--- src/rtl/pc_sequencer.sv ---
// Program counter and next-PC sequencer for the RV32I single-cycle core.
// Selects the redirect target, traps misaligned transfers and counts retired branches.
module pc_sequencer #(
    parameter logic [31:0] RESET_PC = 32'h0000_0000,
    parameter logic [31:0] TRAP_VEC = 32'h0000_0100,
    parameter int unsigned CNT_W    = 32
) (
    input  logic             clk,
    input  logic             rst_n,
    input  logic             stall,
    input  logic             is_branch,
    input  logic             take_branch,
    input  logic             is_jal,
    input  logic             is_jalr,
    input  logic [31:0]      imm,
    input  logic [31:0]      rs1_val,
    input  logic             trap_ack,
    output logic [31:0]      pc,
    output logic [31:0]      pc_plus4,
    output logic [31:0]      next_pc,
    output logic             misalign_trap,
    output logic [31:0]      trap_pc,
    output logic [31:0]      trap_target,
    output logic [CNT_W-1:0] branch_count,
    output logic [CNT_W-1:0] taken_count
);

    typedef enum logic {RUN = 1'b0, TRAP = 1'b1} state_t;

    state_t      state, state_nxt;
    logic [31:0] branch_target;
    logic [31:0] jalr_sum;
    logic [31:0] target;
    logic        redirect;
    logic        branch_sel;
    logic        misaligned;
    logic        retire;
    logic        trap_capture;

    assign pc_plus4      = pc + 32'd4;
    assign branch_target = pc + imm;
    assign jalr_sum      = rs1_val + imm;

    always_comb begin
        target     = pc_plus4;
        redirect   = 1'b0;
        branch_sel = 1'b0;
        if (is_jalr) begin
            target   = {jalr_sum[31:1], 1'b0};
            redirect = 1'b1;
        end else if (is_jal) begin
            target   = branch_target;
            redirect = 1'b1;
        end else if (is_branch && take_branch) begin
            target     = branch_target;
            redirect   = 1'b1;
            branch_sel = 1'b1;
        end
    end

    // Only a redirect that is actually taken can fault.
    assign misaligned = redirect && (target[1:0] != 2'b00);

    always_comb begin
        state_nxt    = state;
        next_pc      = pc;
        retire       = 1'b0;
        trap_capture = 1'b0;
        case (state)
            RUN: begin
                if (!stall) begin
                    if (misaligned) begin
                        state_nxt    = TRAP;
                        trap_capture = 1'b1;
                    end else begin
                        next_pc = target;
                        retire  = 1'b1;
                    end
                end
            end
            TRAP: begin
                if (trap_ack) begin
                    state_nxt = RUN;
                    next_pc   = TRAP_VEC;
                end
            end
            default: state_nxt = RUN;
        endcase
    end

    always_ff @(posedge clk or negedge rst_n) begin
        if (!rst_n) state <= RUN;
        else        state <= state_nxt;
    end

    assign misalign_trap = (state == TRAP);

    always_ff @(posedge clk or negedge rst_n) begin
        if (!rst_n) begin
            pc           <= RESET_PC;
            trap_pc      <= 32'd0;
            trap_target  <= 32'd0;
            branch_count <= '0;
            taken_count  <= '0;
        end else begin
            pc <= next_pc;
            if (trap_capture) begin
                trap_pc     <= pc;
                trap_target <= target;
            end
            if (retire && is_branch)  branch_count <= branch_count + CNT_W'(1);
            if (retire && branch_sel) taken_count  <= taken_count + CNT_W'(1);
        end
    end

endmodule

--- config.mk ---
export PLATFORM = sky130hd
export DESIGN_NAME = pc_sequencer
export DESIGN_NICKNAME = d
export VERILOG_FILES = /design/src/rtl/pc_sequencer.sv
export SDC_FILE = /design/constraint.sdc
export NUM_CORES = 1
export LEC_CHECK = 0
export CAP_MARGIN = 20
export CORE_MARGIN = 2
export CORE_UTILIZATION = 53
export CTS_CLUSTER_DIAMETER = 30
export DETAILED_ROUTE_END_ITERATION = 8
export GPL_TIMING_DRIVEN = 0
export HOLD_SLACK_MARGIN = 0.03
export PLACE_DENSITY = 0.88
export SKIP_CTS_REPAIR_TIMING = 1
export SLEW_MARGIN = 20
export SYNTH_ARGS = -nofsm -noshare
export SYNTH_HDL_FRONTEND = slang
export SYNTH_SLANG_ARGS = --single-unit
--- constraint.sdc ---
create_clock -name clk -period 8.3 [get_ports clk]
set_input_delay 1.66 -clock clk [delete_from_list [all_inputs] [get_ports clk]]
set_output_delay 1.66 -clock clk [all_outputs]
set_load 0.01 [all_outputs]
==> flow_summary_export.csv, run 1 <==
group,metric,value,unit
place,dp_slack,628.2,ps
worst_setup_path,cp_common_cell,"clkdlybuf4s50_1",
status,outcome,"complete, no violations",
final_layout,diodes,0,
die,die_area,0.02176,sq mm
routing,ant_nets,0,
worst_setup_path,critPathCapture,"next_pc[30]",
worst_setup_path,r2r_setup_slack,4360,ps
worst_hold_path,hold_class,"reg -> reg",
final_layout,nNetsFinal,1691,
worst_setup_path,startpoint_type,"input port",
routing,drt-pass1-iter-count,5,
worst_setup_path,crit_path_start,"imm[1]",
global_routing,grt_pass1_wl,63570,um
clock_tree,cts.clk_slew.worst_paths,70,ps
sta,setup_slack,517.7,ps
clock_tree,root_buffer,"clkbuf_16",
die,ios,297,
global_routing,grt_usage,38.21,%
routing,post_drt_wl_per_cell,22.87,um
routing,routed_via_density,6.197,
global_routing,gr-total-overflow,0,
clock_tree,clkLatencyLatePin,450,ps
sta,worstMarginPinSlew,859.1,ps
sta,setup_viol,0,
final_layout,fillers,1474,
die,row_count,52,
place,dp_hpwl,32190,um
worst_setup_path,r2r-start,"pc[0]",
worst_setup_path,required,6640,ps
worst_setup_path,cp.arrival,6120,ps
worst_setup_path,ff2ff_path_depth,9,
die,coreArea,0.02023,sq mm
clock_tree,cts.sinks,161,
worst_setup_path,end_kind,"output port",
sta,fin_skew,14.73,ps
worst_setup_path,path_cells,"clkdlybuf4s50_1 > inv_1 > fa_1 > nor2b_1 > o31a_1 > o31ai_2 > o21ai_1 > a21oi_1 > o21a_1 > o311ai_0 > a32oi_1 > o31ai_1 > clkdlybuf4s50_1",
yosys,synth_nets,1375,
place,placed_cell_area,0.01425,sq mm
final_layout,design_area,0.01488,sq mm
worst_setup_path,slowest_stage,"o311ai_0",
worst_setup_path,rr_endpoint,"trap_pc[20]",
final_layout,layout-drive-gt1-share,5.364,%
final_layout,multi_input_area,0.006593,sq mm
routing,vias,11380,
sta,relSlewSlack,42.00,%
worst_setup_path,critPathKind,"in -> out",
clock_tree,cts_buffers,17,
routing,dr.first_iter.drc_count,980,
clock_tree,clockBufferDepth,2,
sta,holdWs,465.8,ps
worst_hold_path,holdCritStartpoint,"taken_count[31]",
yosys,avgSynthCellArea,8.824,sq um
sta,rsz0062_at_grt,"no",
yosys,synth-seq-area-share,36.91,%
final_layout,final_util,73.53,%
sta,fin_crit_sh,93.76,%
sta,hold_viol,0,
die,initial_core_util,53.95,%
sta,period_needed,7782,ps
yosys,synth_edf_count,0,
die,fp.dieW,147.5,um
worst_setup_path,slowest_delay,710,ps
yosys,syn_area,0.01092,sq mm
final_layout,syn2layout_area_growth,36.31,%
global_routing,antenna_found_initial,0,
global_routing,grt_start_max_net_pins,84,
run,cap_violations,0,
yosys,synth_cell_type_count,84,
place,port_buffers,296,
sta,drv_slew,0,
die,die_y,147.5,um
yosys,synthCells,1237,
clock_tree,htreeDepth,4,
place,gp_congestion,0.9774,
yosys,async_reset_ff_share,100.0,%
global_routing,grt_pass1_vias,10960,
pwr,vdd.ir_drop.worst,0.2205,mV
routing,drc,0,
pwr,power_leakage,0.006637,uW
yosys,ys.flop_type,"dfrtp_1",
yosys,yosys_warnings,0,
pwr,pwr_density_cell,322.7,mW/mm^2
worst_setup_path,critPathMaxFanout,6,
routing,wl,41990,um
sta,fmax,128.5,MHz
final_layout,regArea,0.004029,sq mm
yosys,ys_ff_latch,161,
clock_tree,cts_tree,"done",
sta,setup_tns,0,ps
==> worst max-delay path: cells and delay by family <==
family / cells / cell delay (ps)
AO/OA/AOI/OAI: 8 / 2470
buffers and inverters: 3 / 1320
AND/OR/NAND/NOR: 1 / 200
adder cells (fa/ha/maj): 1 / 460
==> Yosys cell counts (all sizes together) (3+ instances only) <==
master / number / area [sq um]
nand2: 223 / 839.6
dfrtp: 161 / 4029
xnor2: 93 / 814.5
a21oi: 80 / 419.2
o21ai: 78 / 397.9
ha: 64 / 800.8
nand3: 60 / 300.3
nor2: 56 / 210.2
xor2: 38 / 332.8
a21o: 34 / 255.2
and3: 31 / 193.9
clkbuf: 31 / 117.6
inv: 29 / 108.9
nand4: 20 / 137.6
nor3: 18 / 105.1
a211oi: 15 / 117.6
a22o: 15 / 131.4
buf: 13 / 73.82
mux2: 12 / 135.1
o21a: 12 / 90.09
o31ai: 11 / 87.58
a31oi: 10 / 62.56
o211ai: 9 / 72.57
or3: 9 / 61.31
and2: 8 / 50.05
and4: 8 / 70.07
nand2b: 8 / 50.05
nor4: 8 / 86.33
o21bai: 8 / 60.06
a21boi: 7 / 56.30
mux2i: 7 / 70.07
a221oi: 5 / 56.31
nor2b: 5 / 31.28
a31o: 4 / 35.03
o31a: 4 / 36.29
a311oi: 3 / 26.28
o2111ai: 3 / 26.28
o221ai: 3 / 26.28
o311ai: 3 / 26.28
==> state kept, by name (all words and copies together) (netlist names) <==
name           flops
branch_count      32
misalign_trap      1
pc                32
taken_count       32
trap_pc           32
trap_target       32
==> placed cells by master (no fill, tap or decap), drive strengths merged, types with 7 or more instances in the layout <==
| cell type | count |
|---|---|
| mux2 | 12 |
| a22o | 15 |
| nor3 | 18 |
| and2 | 8 |
| xnor2 | 93 |
| a21boi | 7 |
| o21bai | 8 |
| o21a | 12 |
| nor4 | 8 |
| clkdlybuf4s50 | 295 |
| a21oi | 80 |
| xor2 | 38 |
| or3 | 9 |
| inv | 37 |
| ha | 64 |
| nand2 | 223 |
| and4 | 8 |
| clkbuf | 48 |
| nand2b | 8 |
| nor2 | 56 |
| clkinv | 7 |
| a21o | 34 |
| a211oi | 15 |
| and3 | 31 |
| mux2i | 7 |
| o31ai | 11 |
| nand4 | 20 |
| a31oi | 10 |
| dfrtp | 161 |
| o21ai | 78 |
| buf | 15 |
| o211ai | 9 |
| nand3 | 60 |
==> layer usage <==
| metal | GRT usage [%] | vias to the layer above | share of wire (%) |
|---|---|---|---|
| met5 | 0 | - | 0 |
| met4 | 18.41 | 0 | 5.3 |
| met3 | 7.870 | 145 | 9.5 |
| met2 | 62.86 | 731 | 47 |
| met1 | 48.24 | 5418 | 39 |
| li1 | - | 5084 | - |
==> final cells by class <==
| cell class | instances | share of cell area, % |
|---|---|---|
| Timing Repair Buffer | 297 | 20.13 |
| Sequential cell | 161 | 27.08 |
| Buffer | 44 | 1.287 |
| Tap cell | 270 | 2.270 |
| Inverter | 29 | 0.7316 |
| Clock buffer | 17 | 2.859 |
| Multi-Input combinational cell | 1003 | 44.31 |
| Clock inverter | 15 | 1.337 |
==> worst min-delay path by stage <==
stage                       to  cells past startpoint
3_5_place_dp   taken_count[31]                      1
3_3_place_gp    trap_target[0]                      2
5_1_grt        taken_count[31]                      1
2_1_floorplan  taken_count[31]                      1
6_report       taken_count[31]                      1
4_1_cts        taken_count[31]                      1
==> report_power, final <==
group	internal [uW]	switching, uW
Sequential	1020	330
Clock	415	414
Combinational	1260	1370
==> cells by family after synthesis <==
group,share of synthesized area (%)
xor+xnor,10.51
compound gates,19.83
fa+ha+maj,7.703
buf+inv,2.751
mux,1.880
simple gates,20.42
flops,36.91
==> stage by stage <==
stage,total power (uW),instances
global placement,3861,1803
CTS,4747,1836
finish,4801,1836
global route,5022,1836
detailed placement,3902,1804
floorplan,2554,1237
(Power assumes the default switching activity.)
==> run 2, diff against run 1 <==
--- a/config.mk
+++ b/config.mk
@@ -5,6 +5,7 @@
 export SDC_FILE = /design/constraint.sdc
 export NUM_CORES = 1
 export LEC_CHECK = 0
+export ABC_CLOCK_PERIOD_IN_PS = 8300
 export CAP_MARGIN = 20
 export CORE_MARGIN = 2
 export CORE_UTILIZATION = 53
==> results of run 2 <==
No change in the layout: final DEF, timing and power equal those of run 1.
